--- src/rtl/hilo_pkg.sv ---
// Shared encodings for the HI/LO unit: op codes, FSM state and divider result fields.
// Field positions are given for the reference 32-bit width and rebased by users for other widths.
package hilo_pkg;

    localparam int HILO_W = 32;

    localparam logic [1:0] OP_DIV  = 2'd0;
    localparam logic [1:0] OP_DIVU = 2'd1;
    localparam logic [1:0] OP_MTHI = 2'd2;
    localparam logic [1:0] OP_MTLO = 2'd3;

    typedef enum logic [1:0] {
        ST_IDLE  = 2'd0,
        ST_ISSUE = 2'd1,
        ST_WAIT  = 2'd2,
        ST_DRAIN = 2'd3
    } hilo_state_e;

    // Divider output layout: quotient in the upper half, remainder in the lower half.
    localparam int QUO_MSB = 2*HILO_W - 1;
    localparam int QUO_LSB = HILO_W;
    localparam int REM_MSB = HILO_W - 1;
    localparam int REM_LSB = 0;

    function automatic logic is_div_op(input logic [1:0] op);
        return (op == OP_DIV) || (op == OP_DIVU);
    endfunction

endpackage

--- src/rtl/hilo_unit.sv ---
// HI/LO register owner and DIV/DIVU sequencer in EX: one start pulse, stall until the divider answers.
// Divide latency = divider latency + 2 cycles; MTHI/MTLO write at the end of their cycle.
module hilo_unit
    import hilo_pkg::*;
#(
    parameter int W = 32
) (
    input  logic           clk,
    input  logic           rst,
    input  logic           op_valid,
    input  logic [1:0]     op,
    input  logic [W-1:0]   op_a,
    input  logic [W-1:0]   op_b,
    input  logic           flush,
    output logic           stall,
    output logic           div_start,
    output logic           div_sign,
    output logic [W-1:0]   div_a,
    output logic [W-1:0]   div_b,
    input  logic           div_busy,
    input  logic           div_ok,
    input  logic [2*W-1:0] div_result,
    output logic [W-1:0]   hi,
    output logic [W-1:0]   lo
);

    // Package field positions rebased from the reference width onto W.
    localparam int QUO_HI = QUO_MSB + 2*(W - HILO_W);
    localparam int QUO_LO = QUO_LSB + (W - HILO_W);
    localparam int REM_HI = REM_MSB + (W - HILO_W);
    localparam int REM_LO = REM_LSB;

    hilo_state_e state_q, state_d;

    logic [W-1:0] hi_q, hi_d;
    logic [W-1:0] lo_q, lo_d;
    logic [W-1:0] div_a_q, div_a_d;
    logic [W-1:0] div_b_q, div_b_d;
    logic         div_sign_q, div_sign_d;

    logic div_req;
    logic accept;
    logic mt_wr;
    logic res_wr;

    // A divide by zero is architecturally undefined: it is dropped without touching the divider.
    assign div_req = op_valid && is_div_op(op) && (op_b != '0) && !flush;
    assign accept  = (state_q == ST_IDLE) && div_req;
    // Moves are also served in DRAIN because the pipeline is not held there.
    assign mt_wr   = op_valid && !flush && !is_div_op(op)
                     && ((state_q == ST_IDLE) || (state_q == ST_DRAIN));
    assign res_wr  = (state_q == ST_WAIT) && div_ok && !flush;

    always_ff @(posedge clk or posedge rst) begin
        if (rst) begin
            state_q <= ST_IDLE;
        end else begin
            state_q <= state_d;
        end
    end

    always_comb begin
        state_d = state_q;
        unique case (state_q)
            ST_IDLE: begin
                if (accept) begin
                    state_d = ST_ISSUE;
                end
            end
            ST_ISSUE: begin
                state_d = flush ? ST_DRAIN : ST_WAIT;
            end
            ST_WAIT: begin
                // A result arriving with a flush is consumed and dropped; nothing is left to drain.
                if (div_ok) begin
                    state_d = ST_IDLE;
                end else if (flush) begin
                    state_d = ST_DRAIN;
                end
            end
            ST_DRAIN: begin
                if (div_ok) begin
                    state_d = ST_IDLE;
                end
            end
            default: state_d = ST_IDLE;
        endcase
    end

    always_comb begin
        stall     = 1'b0;
        div_start = 1'b0;
        unique case (state_q)
            ST_IDLE:  stall = accept;
            ST_ISSUE: begin
                stall     = 1'b1;
                div_start = 1'b1;
            end
            ST_WAIT:  stall = 1'b1;
            ST_DRAIN: stall = div_req;
            default:  stall = 1'b0;
        endcase
    end

    always_comb begin
        hi_d       = hi_q;
        lo_d       = lo_q;
        div_a_d    = div_a_q;
        div_b_d    = div_b_q;
        div_sign_d = div_sign_q;

        if (accept) begin
            div_a_d    = op_a;
            div_b_d    = op_b;
            div_sign_d = (op == OP_DIV);
        end

        if (mt_wr) begin
            if (op == OP_MTHI) begin
                hi_d = op_a;
            end else begin
                lo_d = op_a;
            end
        end

        if (res_wr) begin
            lo_d = div_result[QUO_HI:QUO_LO];
            hi_d = div_result[REM_HI:REM_LO];
        end
    end

    always_ff @(posedge clk or posedge rst) begin
        if (rst) begin
            hi_q       <= '0;
            lo_q       <= '0;
            div_a_q    <= '0;
            div_b_q    <= '0;
            div_sign_q <= 1'b0;
        end else begin
            hi_q       <= hi_d;
            lo_q       <= lo_d;
            div_a_q    <= div_a_d;
            div_b_q    <= div_b_d;
            div_sign_q <= div_sign_d;
        end
    end

    assign hi       = hi_q;
    assign lo       = lo_q;
    assign div_a    = div_a_q;
    assign div_b    = div_b_q;
    assign div_sign = div_sign_q;

    // The divider must report work in progress for as long as we are waiting on it.
    a_busy_while_waiting: assert property (
        @(posedge clk) disable iff (rst)
        (((state_q == ST_WAIT) || (state_q == ST_DRAIN)) && !div_ok) |-> div_busy
    );

endmodule

--- config.mk ---
export PLATFORM = sky130hd
export DESIGN_NAME = hilo_unit
export DESIGN_NICKNAME = d
export VERILOG_FILES = /design/src/rtl/hilo_pkg.sv /design/src/rtl/hilo_unit.sv
export SDC_FILE = /design/constraint.sdc
export NUM_CORES = 1
export LEC_CHECK = 0
export CAP_MARGIN = 20
export CORE_MARGIN = 10
export CORE_UTILIZATION = 65
export CTS_BUF_LIST = sky130_fd_sc_hd__clkbuf_8
export CTS_CLUSTER_DIAMETER = 30
export DETAILED_ROUTE_END_ITERATION = 10
export DONT_BUFFER_PORTS = 1
export PLACE_DENSITY = 0.81
export SETUP_SLACK_MARGIN = 0.2
export SYNTH_ARGS = -nofsm -noshare
export SYNTH_HDL_FRONTEND = slang
export SYNTH_SLANG_ARGS = --single-unit
--- constraint.sdc ---
create_clock -name clk -period 5.61 [get_ports clk]
set_clock_uncertainty 0.1 [all_clocks]
set_input_delay 0.8415 -clock clk [delete_from_list [all_inputs] [get_ports clk]]
set_output_delay 0.8415 -clock clk [all_outputs]
set_load 0.02 [all_outputs]
# == Word-level counts from Yosys, hierarchy flattened ==
# Cells that the tools add are included.
# word_totals
ff_bits,131
output_inout_bits,131
word_cells,51
# op_classes
reduce_logical,22
eq_ne,9
n_mux,14
# ops
operator,n
$mux W32,6
$reduce_bool A32 Y1,1
$logic_and A1 B1 Y1,9
$mux W2,4
$pmux W2 S4,1
$eq A2 B2 Y1 const B,3
$ne A2 B2 Y1 const B,3
$eq A2 B1 Y1 const B,2
$logic_not A2 Y1,2
$reduce_and A2 Y1,2
$reduce_bool A2 Y1,2
$ne A3 B3 Y1 const B,1
$pmux W1 S3,1
$reduce_and A3 Y1,1
$logic_not A1 Y1,2
$logic_or A1 B1 Y1,2
$mux W1,2
$reduce_or A2 Y1,1

# == Logic depth before layout (Yosys ltp) ==
# Gate-level depths: netlist of run 1.
# depth
depth_word,8
ltp_mapped,8
mapped_depth_nobuf,7

# == Worst setup path before layout of run 1 ==
# No wires, ideal clock.
# synth_timing
path_type,input -> output
from,input port op_b[8]
to,output port stall
t_arrival_ns,2.007
path_slack_ns,2.661
stages,7
path_cell_list,nor4_1 -> nand4_1 -> o211ai_2 -> buf_4 -> buf_6 -> nand2_1 -> o31a_1
# synth_via
elab_chain_cells,5
# synth_lines
element,line,rtl
start: declaration,hilo_unit.sv:13,"input logic [W-1:0] op_b,"
$reduce_bool A32 Y1 *,hilo_unit.sv:47,assign div_req = op_valid && is_div_op(op) && (op_b != '0) && !flush;
$logic_and A1 B1 Y1 * (2 in a row),hilo_unit.sv:47,
$logic_and A1 B1 Y1,hilo_unit.sv:48,assign accept = (state_q == ST_IDLE) && div_req;
$pmux W1 S3 *,hilo_unit.sv:93,unique case (state_q)
end: declaration,hilo_unit.sv:15,"output logic stall,"
# Mark *: on every way between the ends. The rest lies on a longest branch, timed or not.

# == Worst setup path in the final report of run 1 ==
# layout_timing
from,input port op_b[16]
to,output port stall
# The elaborated chain is that of the path after synthesis.

==> results of run 1 <==
logic make-up (layout without fill, tap and decap cells):
kind of cell	Yosys count	count (layout)
flops	131	131
mux	129	129
simple gates	88	88
compound gates	72	72
buf+inv	32	39
fa+ha+maj	5	5
metal layers:
layer	up-vias	wire [um]
met5	-	0
met4	0	203
met3	18	2030
met2	174	7970
met1	1754	4760
li1	1593	-
power by group through the flow:
stage                     registers [mW]  clock network (mW)  logic, mW
after global placement              2.42                   0      0.699
after detailed placement            2.44                   0      0.754
after global routing                2.46               0.856      0.838
after floorplan                     2.24                   0      0.646
final                               2.40               0.800      0.741
after CTS                           2.42               0.810      0.753
flip-flops by register name (all words and copies together) (netlist names):
name	flops
hi	32
lo	32
state_q	2
div_sign	1
div_a	32
div_b	32
cell type report:
cell class                      instances  area, um2
Fill cell                             570       2260
Clock buffer                           17        234
Clock inverter                         13        161
Timing Repair Buffer                    5       37.5
Sequential cell                       131       3280
Tap cell                              105        131
Multi-Input combinational cell        294       2220
Inverter                                4       17.5
worst max path at each step:
stage,start,endpoint
CTS,op_b[16],stall
floorplan,rst,div_a[0]
global route,op_b[1],stall
finish,op_b[16],stall
global placement,op_b[16],stall
detailed placement,op_b[16],stall
cell usage in the layout (no fill, tap or decap), types with 3 or more instances in the layout:
cell type	n
mux2i_1	64
buf_4	5
inv_6	3
mux2_1	27
clkinvlp_4	3
nor4_1	8
clkbuf_8	17
inv_1	4
mux2_2	38
a21oi_1	66
ha_1	5
nor2_1	67
nand2_1	3
bufinv_16	3
dfrtp_1	131
==> flow_metrics.env, run 1 <==
export IMPL_remaining_drc_errors=0
export IMPL_cp_max_fo=3
export IMPL_nNetsFinal=594
export IMPL_grt_use_met2_pct=40.1
export IMPL_gp_congestion=0.840
export IMPL_p_int_mw=2.24
export IMPL_rows=33
export IMPL_grt_pass1_wl_um=22500
export IMPL_synth_compound_area_share_pct=6.73
export IMPL_hold_viol=0
export IMPL_combPwrFrac_pct=18.8
export IMPL_crit_slowest_cell="o21ai_0"
export IMPL_drv_cap=0
export IMPL_core_area_um2=8340
export IMPL_antenna_found_initial=0
export IMPL_max_slew_worst_pin_slew_ns=1.07
export IMPL_clockBufferDepth=2
export IMPL_grt_pass1_vias=3770
export IMPL_setup_viol=0
export IMPL_synth_simple_area_share_pct=6.75
export IMPL_cts_sinks=131
export IMPL_worstPathRequired_ns=4.67
export IMPL_crit_family="compound AO/OA/AOI/OAI gates"
export IMPL_htreeDepth=4
export IMPL_finalNonFillerCells=569
export IMPL_setup_slack_ns=2.38
export IMPL_num_io_pins=267
export IMPL_post_cts_repair_setup_buffers=0
export IMPL_syn_nets=598
export IMPL_yosys_cell_count_top_type="dfrtp_1"
export IMPL_cp_num_cells=5
export IMPL_synth_edf_count=0
export IMPL_detail_route_iter0_violations=203
export IMPL_via_per_inst=6.22
export IMPL_cellPowerDensity_nw_per_um2=648
export IMPL_synth_area_um2=5650
export IMPL_clkPwrFrac_pct=20.3
export IMPL_cp_start_kind="primary input"
export IMPL_reg2reg_depth=7
export IMPL_critPathArrivalTime_ns=2.28
export IMPL_slew_viol_final=0
export IMPL_clk_pin_slew_ns=0.08
export IMPL_rsz0062_at_grt="no"
export IMPL_tns_ns=0
export IMPL_vdd_ir_drop_max_v=0.000313
export IMPL_placed_cells=539
export IMPL_clk_insertion_delay_late_ns=0.41
export IMPL_worstPathCellList="nor4_1, nand4_1, o21ai_0, nor2_1, o31a_1"
export IMPL_crit_type="primary input to primary output"
export IMPL_synth_top_area_share_pct=58.0
export IMPL_synthTopCellsByArea="dfrtp_1 (58%), mux2i_1 (11%), mux2_2 (7.6%), a21oi_1 (5.8%), mux2_1 (5.4%)"
export IMPL_max_freq_mhz=310
export IMPL_outcome="completed"
export IMPL_io_buffers=0
export IMPL_place_ws_ns=2.43
export IMPL_syn_avg_cell_area_um2=12.4
export IMPL_synth_common_cells="dfrtp_1 (131), nor2_1 (67), a21oi_1 (66)"
export IMPL_hold_buffers=0
export IMPL_drtPass1Iterations=4
export IMPL_seq_power_share_pct=60.9
export IMPL_worstPathBufferInverterCount=0
export IMPL_slew_headroom_pct=28.3
export IMPL_syn_inst=457
export IMPL_synthMuxAreaShare_pct=24.3
export IMPL_track_usage_pct=22.5
export IMPL_die_y_um=113
export IMPL_p_leak_nw=2.80
export IMPL_post_cts_resized=0
export IMPL_power_share_switching_pct=43.1
export IMPL_cts_tree="done"
export IMPL_yosysSeqAreaShare_pct=58.0
export IMPL_power_switching_mw=1.70
export IMPL_grt_util_met3_pct=13.0
export IMPL_fin_area_um2=6080
export IMPL_synthAdderAreaFrac_pct=1.11
export IMPL_slowest_delay_ns=0.40
export IMPL_synthArstFlopShare_pct=100
export IMPL_synth_xor_area_share_pct=0
export IMPL_hold_worst_slack_ns=0.360
export IMPL_post_route_util_pct=72.9
export IMPL_wl_per_cell_um=26.3
export IMPL_die_w_um=113
export IMPL_routed_wl_um=15000
export IMPL_dieArea_um2=12800
export IMPL_end_kind="primary output"
export IMPL_synth_cell_types=29
export IMPL_hold_class="primary input to async pin"
export IMPL_r2r_start="state_q[0]"
export IMPL_finalPower_mw=3.94
export IMPL_synth_top_family_by_area="multiplexers"
export IMPL_synth_top_area_cell="dfrtp_1"
export IMPL_synthToLayoutAreaGrowth_pct=7.55
export IMPL_grtUsageMet1_pct=21.0
export IMPL_finalCritPeriodShare_pct=57.5
export IMPL_start_util_pct=67.8
export IMPL_grt_max_degree=73
export IMPL_synth_ff_type="dfrtp_1"
export IMPL_vias=3539
export IMPL_drtAntennaViolNets=0
export IMPL_post_dp_hpwl_um=11400
export IMPL_drive_gt1_share_pct=16.6
export IMPL_post_dp_cell_area_um2=5680
export IMPL_globalRoute_totalOverflow=0
export IMPL_n_antenna_cell=0
export IMPL_cts_root_buffer="clkbuf_8"
export IMPL_r2r_end="hi[15]"
export IMPL_ys_ff_latch=131
export IMPL_post_route_min_period_ns=3.23
export IMPL_cts_buffers=17
export IMPL_ys_warn_count=0
export IMPL_busiest_layer="met2"
export IMPL_r2r_slack_ns=2.68
Note: power is estimated with default switching activity, not from simulation.
==> inputs of run 2 (changes only) <==
==> constraint.sdc (replaced) <==
create_clock -name clk -period 3.1 [get_ports clk]
set_clock_uncertainty 0.1 [all_clocks]
set_input_delay 0.465 -clock clk [delete_from_list [all_inputs] [get_ports clk]]
set_output_delay 0.465 -clock clk [all_outputs]
set_load 0.02 [all_outputs]
==> flow_metrics.env, run 2 (synthesis gave the netlist of run 1 again) <==
export IMPL_vias=3541
export IMPL_dieArea_um2=12800
export IMPL_die_y_um=113
export IMPL_route_met3_wl_um=2010
export IMPL_remaining_drc_errors=0
export IMPL_worstPathRequired_ns=3.33
export IMPL_p_int_mw=3.89
export IMPL_slew_viol_final=0
export IMPL_tns_ns=0
export IMPL_vdd_ir_drop_max_v=0.000565
export IMPL_worstPathCellList="inv_1, ha_1, nand3b_1, or3b_2, buf_4, mux2i_1, a21oi_1"
export IMPL_hold_viol=0
export IMPL_r2r_start="state_q[0]"
export IMPL_end_kind="register"
export IMPL_fillCellCount=580
export IMPL_detail_route_iter0_violations=249
export IMPL_cp_start_kind="register"
export IMPL_outcome="completed"
export IMPL_finalNonFillerCells=572
export IMPL_clockBufferDepth=2
export IMPL_drtPass1Iterations=4
export IMPL_core_area_um2=8340
export IMPL_wl_met2_um=7880
export IMPL_placed_cells=542
export IMPL_max_slew_worst_pin_slew_ns=0.697
export IMPL_clkPwrFrac_pct=17.7
export IMPL_final_cell_mix="dfrtp_1 (131), nor2_1 (67), a21oi_1 (66)"
export IMPL_slowest_delay_ns=0.49
export IMPL_grt_pass1_vias=3882
export IMPL_setup_viol=0
export IMPL_post_route_util_pct=73.0
export IMPL_die_w_um=113
export IMPL_finalCritPeriodShare_pct=80.8
export IMPL_final_common_cell="dfrtp_1"
export IMPL_crit_type="register to register"
export IMPL_drtAntennaViolNets=0
export IMPL_globalRoute_totalOverflow=0
export IMPL_synthToLayoutAreaGrowth_pct=7.64
export IMPL_max_freq_mhz=399
export IMPL_clk_pin_slew_ns=0.07
export IMPL_nNetsFinal=598
export IMPL_drive_gt1_share_pct=17.1
export IMPL_clk_insertion_delay_late_ns=0.41
export IMPL_dr_max_layer_used="met4"
export IMPL_combPwrFrac_pct=19.8
export IMPL_r2r_end="lo[5]"
export IMPL_routedLengthMet1_um=4820
export IMPL_gp_congestion=0.862
export IMPL_worstPathBufferInverterCount=2
export IMPL_post_dp_hpwl_um=11600
export IMPL_cellPowerDensity_nw_per_um2=1140
export IMPL_cts_sinks=131
export IMPL_fin_area_um2=6080
export IMPL_cts_buffers=17
export IMPL_routed_wl_um=15000
export IMPL_slew_headroom_pct=53.4
export IMPL_finalPower_mw=6.94
export IMPL_via_per_inst=6.19
export IMPL_start_util_pct=67.8
export IMPL_p_leak_nw=2.80
export IMPL_cts_root_buffer="clkbuf_8"
export IMPL_wl_per_cell_um=26.2
export IMPL_post_dp_cell_area_um2=5750
export IMPL_cts_tree="done"
export IMPL_power_share_switching_pct=43.9
export IMPL_drv_cap=0
export IMPL_crit_slowest_cell="or3b_2"
export IMPL_io_buffers=0
export IMPL_n_antenna_cell=0
export IMPL_post_route_min_period_ns=2.51
export IMPL_power_switching_mw=3.05
export IMPL_hold_class="primary input to register"
export IMPL_grt_pass1_wl_um=23000
export IMPL_htreeDepth=4
export IMPL_cp_max_fo=32
export IMPL_whs_path_depth=1
export IMPL_r2r_slack_ns=0.59
export IMPL_crit_family="simple AND/OR/NAND/NOR gates"
export IMPL_critPathArrivalTime_ns=2.74
export IMPL_rows=33
export IMPL_reg2reg_depth=7
export IMPL_grt_max_degree=67
export IMPL_num_io_pins=267
export IMPL_rsz0062_at_grt="no"
export IMPL_track_usage_pct=23.0
export IMPL_hold_start="op[1]"
export IMPL_seq_power_share_pct=62.6
export IMPL_holdPathEnd="div_sign"
export IMPL_antenna_found_initial=0
==> run 2: cell count changes in the layout (fill, tap and decap cells not counted), moves of 2 or more <==
cell / before / now
buf_12: 0 / 3
clkinv_2: 2 / 7
bufinv_16: 3 / 1
inv_6: 3 / 0
clkinvlp_4: 3 / 5
==> run 2: worst max-delay path by stage <==
stage               startpoint     to  slack (ns)  cells past startpoint
finish              state_q[0]  lo[5]        0.59                      7
global route          op_b[16]  stall        0.47                      5
CTS                   op_b[16]  stall        0.59                      5
detailed placement    op_b[16]  stall        0.61                      5
global placement      op_b[16]  stall        0.67                      5
floorplan              op_b[8]  stall        0.90                      7
==> run 2: final cells by class <==
cell class	count	area (um2)	share of cell area, %
inverter	4	18.8	0.308
tap	105	131	2.16
timing repair buffer	9	108	1.77
sequential	131	3280	53.9
clock inverter	12	95.1	1.56
multi-input combinational	294	2220	36.5
clock buffer	17	234	3.85
==> run 2: what timing repair did <==
item,in CTS,in global routing
gates resized for setup,0,0
endpoints found under the hold margin,30,0
hold buffers,1,0
setup buffers,0,0
==> run 2: worst reg2reg max path, delay by kind of cell, from the launching register on <==
| kind | cells | cell delay (ns) |
|---|---|---|
| compound gates | 1 | 0.19 |
| fa+ha+maj | 1 | 0.35 |
| mux | 1 | 0.24 |
| buf+inv | 2 | 0.43 |
| simple gates | 2 | 0.72 |
| flops | 1 | 0.41 |
==> run 2: stage by stage <==
stage | hold slack (ns) | worst slack, ns
4_1_cts | 0.0194 | 0.587
5_1_grt | 0.0172 | 0.473
3_5_place_dp | 0.378 | 0.607
6_report | 0.0435 | 0.594
3_3_place_gp | 0.373 | 0.667
2_1_floorplan | 0.439 | 0.904
==> run 2: power by group through the flow <==
stage	sequential, mW	clock, mW	combinational (mW)
global route	4.46	1.33	1.56
finish	4.35	1.23	1.37
global placement	4.37	0	1.28
detailed placement	4.41	0	1.38
CTS	4.38	1.25	1.39
floorplan	4.05	0	1.17
==> run 2: per-layer routing <==
metal,track usage [%],up-vias
li1,-,1596
met4,7.78,0
met1,22.4,1740
met3,13.4,23
met5,0,-
met2,39.8,182
==> inputs of run 3 (changes only) <==
--- a/config.mk
+++ b/config.mk
@@ -7,12 +7,12 @@
 export LEC_CHECK = 0
 export CAP_MARGIN = 20
 export CORE_MARGIN = 10
-export CORE_UTILIZATION = 65
+export CORE_UTILIZATION = 59
 export CTS_BUF_LIST = sky130_fd_sc_hd__clkbuf_8
 export CTS_CLUSTER_DIAMETER = 30
 export DETAILED_ROUTE_END_ITERATION = 10
 export DONT_BUFFER_PORTS = 1
-export PLACE_DENSITY = 0.81
+export PLACE_DENSITY = 0.78
 export SETUP_SLACK_MARGIN = 0.2
 export SYNTH_ARGS = -nofsm -noshare
 export SYNTH_HDL_FRONTEND = slang
==> constraint.sdc (replaced) <==
create_clock -name clk -period 2.15 [get_ports clk]
set_clock_uncertainty 0.1 [all_clocks]
set_input_delay 0.3225 -clock clk [delete_from_list [all_inputs] [get_ports clk]]
set_output_delay 0.3225 -clock clk [all_outputs]
set_load 0.02 [all_outputs]
==> flow_metrics.env, run 3 <==
export IMPL_synth_compound_area_share_pct=6.73
export IMPL_die_y_um=118
export IMPL_synthTopCellsByArea="dfrtp_1 (58%), mux2i_1 (11%), mux2_2 (7.6%), a21oi_1 (5.8%), mux2_1 (5.4%)"
export IMPL_haltStage="4_1_cts"
export IMPL_start_util_pct=60.9
export IMPL_cts_sinks=131
export IMPL_synth_top_area_share_pct=58.0
export IMPL_post_cts_resized=10
export IMPL_cts_buffers=17
export IMPL_hold_buffers=124
export IMPL_synth_simple_area_share_pct=6.75
export IMPL_synth_top_area_cell="dfrtp_1"
export IMPL_ys_ff_latch=131
export IMPL_syn_nets=598
export IMPL_outcome="aborted with a tool error"
export IMPL_synth_xor_area_share_pct=0
export IMPL_syn_avg_cell_area_um2=12.4
export IMPL_synth_edf_count=0
export IMPL_synth_common_cells="dfrtp_1 (131), nor2_1 (67), a21oi_1 (66)"
export IMPL_synth_area_um2=5650
export IMPL_placed_cells=574
export IMPL_syn_inst=457
export IMPL_synth_cell_types=29
export IMPL_yosysSeqAreaShare_pct=58.0
export IMPL_post_cts_repair_setup_buffers=10
export IMPL_ys_warn_count=0
export IMPL_synthAdderAreaFrac_pct=1.11
export IMPL_die_w_um=118
export IMPL_synth_ff_type="dfrtp_1"
export IMPL_clockBufferDepth=2
export IMPL_yosys_cell_count_top_type="dfrtp_1"
export IMPL_tool_error="[ERROR RSZ-0060] Max buffer count reached."
export IMPL_gp_congestion=0.803
export IMPL_synth_top_family_by_area="multiplexers"
export IMPL_htreeDepth=4
export IMPL_rows=35
export IMPL_synthMuxAreaShare_pct=24.3
export IMPL_post_dp_hpwl_um=11600
export IMPL_num_io_pins=267
export IMPL_synthArstFlopShare_pct=100
export IMPL_io_buffers=0
export IMPL_cts_root_buffer="clkbuf_8"
## run 3: cell counts after synthesis
Identical to the previous run, type by type.
## run 3: logic make-up after synthesis
logic type      after synthesis
compound gates               72
fa+ha+maj                     5
buf+inv                      32
flops                       131
mux                         129
simple gates                 88
## run 3: stage by stage
stage                     setup TNS, ns  util [%]  setup WS (ns)  cell area (um2)
after floorplan                       0         -          0.104             5690
after detailed placement          -4.75      64.0         -0.117             5940
after global placement           -0.209      64.0        -0.0132             5940
==> inputs of run 4 (changes only) <==
==> config.mk (replaced) <==
export PLATFORM = sky130hd
export DESIGN_NAME = hilo_unit
export DESIGN_NICKNAME = d
export VERILOG_FILES = /design/src/rtl/hilo_pkg.sv /design/src/rtl/hilo_unit.sv
export SDC_FILE = /design/constraint.sdc
export NUM_CORES = 1
export LEC_CHECK = 0
export CAP_MARGIN = 20
export CORE_MARGIN = 10
export CORE_UTILIZATION = 40
export DETAILED_ROUTE_END_ITERATION = 10
export DONT_BUFFER_PORTS = 1
export PLACE_DENSITY_LB_ADDON = 0.15
export SYNTH_ARGS = -nofsm -noshare
export SYNTH_HDL_FRONTEND = slang
export SYNTH_SLANG_ARGS = --single-unit
==> constraint.sdc (replaced) <==
create_clock -name clk -period 2.79 [get_ports clk]
set_clock_uncertainty 0.1 [all_clocks]
set_input_delay 0.4185 -clock clk [delete_from_list [all_inputs] [get_ports clk]]
set_output_delay 0.4185 -clock clk [all_outputs]
set_load 0.02 [all_outputs]
==> flow_metrics.env, run 4 (synthesis gave the netlist of run 1 again) <==
export IMPL_outcome="completed"
export IMPL_fin_area_um2=6460
export IMPL_htreeDepth=4
export IMPL_clkPwrFrac_pct=25.7
export IMPL_detail_route_iter0_violations=117
export IMPL_grt_pass1_vias=3747
export IMPL_finalCritPeriodShare_pct=88.0
export IMPL_grt_max_degree=129
export IMPL_final_common_cell="dfrtp_1"
export IMPL_clk_pin_slew_ns=0.05
export IMPL_grt_pass1_wl_um=23500
export IMPL_power_share_switching_pct=40.0
export IMPL_clockBufferDepth=2
export IMPL_finalNonFillerCells=652
export IMPL_io_buffers=0
export IMPL_cts_root_buffer="clkbuf_16"
export IMPL_hold_worst_slack_ns=0.0380
export IMPL_post_cts_repair_setup_buffers=0
export IMPL_gp_congestion=0.772
export IMPL_end_kind="primary output"
export IMPL_seqCellArea_um2=3280
export IMPL_rsz0062_at_grt="no"
export IMPL_via_per_inst=5.42
export IMPL_critPathArrivalTime_ns=1.94
export IMPL_rows=43
export IMPL_cts_sinks=131
export IMPL_wl_per_cell_um=23.8
export IMPL_track_usage_pct=15.7
export IMPL_fillCellCount=1290
export IMPL_slew_headroom_pct=49.6
export IMPL_drtAntennaViolNets=0
export IMPL_final_cell_mix="dfrtp_1 (131), nor2_1 (67), a21oi_1 (66)"
export IMPL_die_w_um=139
export IMPL_power_switching_mw=3.40
export IMPL_busiest_layer="met2"
export IMPL_reg2reg_depth=7
export IMPL_crit_type="primary input to primary output"
export IMPL_cts_tree="done"
export IMPL_seq_power_share_pct=56.6
export IMPL_synthToLayoutAreaGrowth_pct=14.3
export IMPL_drtPass1Iterations=4
export IMPL_remaining_drc_errors=0
export IMPL_globalRoute_totalOverflow=0
export IMPL_hold_viol=0
export IMPL_dieArea_um2=19300
export IMPL_whs_path_depth=1
export IMPL_max_freq_mhz=407
export IMPL_post_dp_hpwl_um=11600
export IMPL_p_leak_nw=2.93
export IMPL_cts_buffers=17
export IMPL_cp_start_kind="primary input"
export IMPL_combPwrFrac_pct=17.6
export IMPL_worstPathRequired_ns=2.27
export IMPL_p_int_mw=5.09
export IMPL_cp_max_fo=3
export IMPL_die_y_um=139
export IMPL_post_route_min_period_ns=2.46
export IMPL_n_antenna_cell=0
export IMPL_post_dp_cell_area_um2=5850
export IMPL_core_area_um2=13900
export IMPL_grtUsageMet1_pct=15.4
export IMPL_drive_gt1_share_pct=16.5
export IMPL_setup_viol=0
export IMPL_multiInputGateArea_um2=2220
export IMPL_vdd_ir_drop_max_v=0.000636
export IMPL_r2r_slack_ns=0.35
export IMPL_routed_wl_um=15500
export IMPL_grt_use_met2_pct=26.3
export IMPL_tns_ns=0
export IMPL_placed_cells=618
export IMPL_clk_insertion_delay_late_ns=0.40
export IMPL_hold_class="primary input to register"
export IMPL_cellPowerDensity_nw_per_um2=1310
export IMPL_finalPower_mw=8.49
export IMPL_nNetsFinal=601
export IMPL_vias=3532
export IMPL_drv_cap=0
export IMPL_slew_viol_final=0
export IMPL_start_util_pct=40.7
export IMPL_max_slew_worst_pin_slew_ns=0.756
export IMPL_antenna_found_initial=0
export IMPL_num_io_pins=267
export IMPL_grt_util_met3_pct=9.69
-- run 4: worst max-delay path, cell delays in order --
cell and delay (ns):
nor4_1 0.38, nand4_1 0.31, o21ai_0 0.41, nor2_1 0.07
o31a_1 0.35
-- run 4: through the flow --
| step | util [%] | worst slack [ns] |
|---|---|---|
| final | 46.5 | 0.334 |
| after CTS | 46.5 | 0.323 |
| after global placement | 42.1 | 0.340 |
| after global routing | 46.5 | 0.178 |
| after detailed placement | 42.1 | 0.321 |
| after floorplan | - | 0.648 |
-- run 4: power groups by stage --
stage | registers, mW | logic [mW] | clock network [mW]
CTS | 4.87 | 1.53 | 2.25
finish | 4.80 | 1.50 | 2.18
global route | 4.95 | 1.71 | 2.33
detailed placement | 4.89 | 1.52 | 0
floorplan | 4.50 | 1.30 | 0
global placement | 4.88 | 1.45 | 0
-- run 4: timing repair --
action                                  CTS  global route
gates resized for setup                   0             0
hold buffers                              3             0
endpoints found under the setup margin    0             0
endpoints found under the hold margin    72             0
-- run 4: final timing paths --
| kind | from | end |
|---|---|---|
| max | op_b[8] | stall |
| max reg2reg | state_q[1] | lo[1] |
| max in group asynchronous | rst | div_a[4] |
| min in group asynchronous | rst | lo[21] |
| min reg2reg | state_q[0] | state_q[0] |
| min | op_a[9] | div_a[9] |
-- run 4: metal layers --
layer	vias to the layer above	share of wire, %
met4	0	1.6
met2	166	51
li1	1608	-
met3	17	13
met5	-	0
met1	1741	35
-- run 4: layout make-up --
type	count	share of cell area (%)
Inverter	4	0.291
Tap cell	180	3.49
Sequential cell	131	50.7
Clock inverter	4	1.08
Multi-Input combinational cell	294	34.4
Clock buffer	27	7.94
Timing Repair Buffer	12	2.09
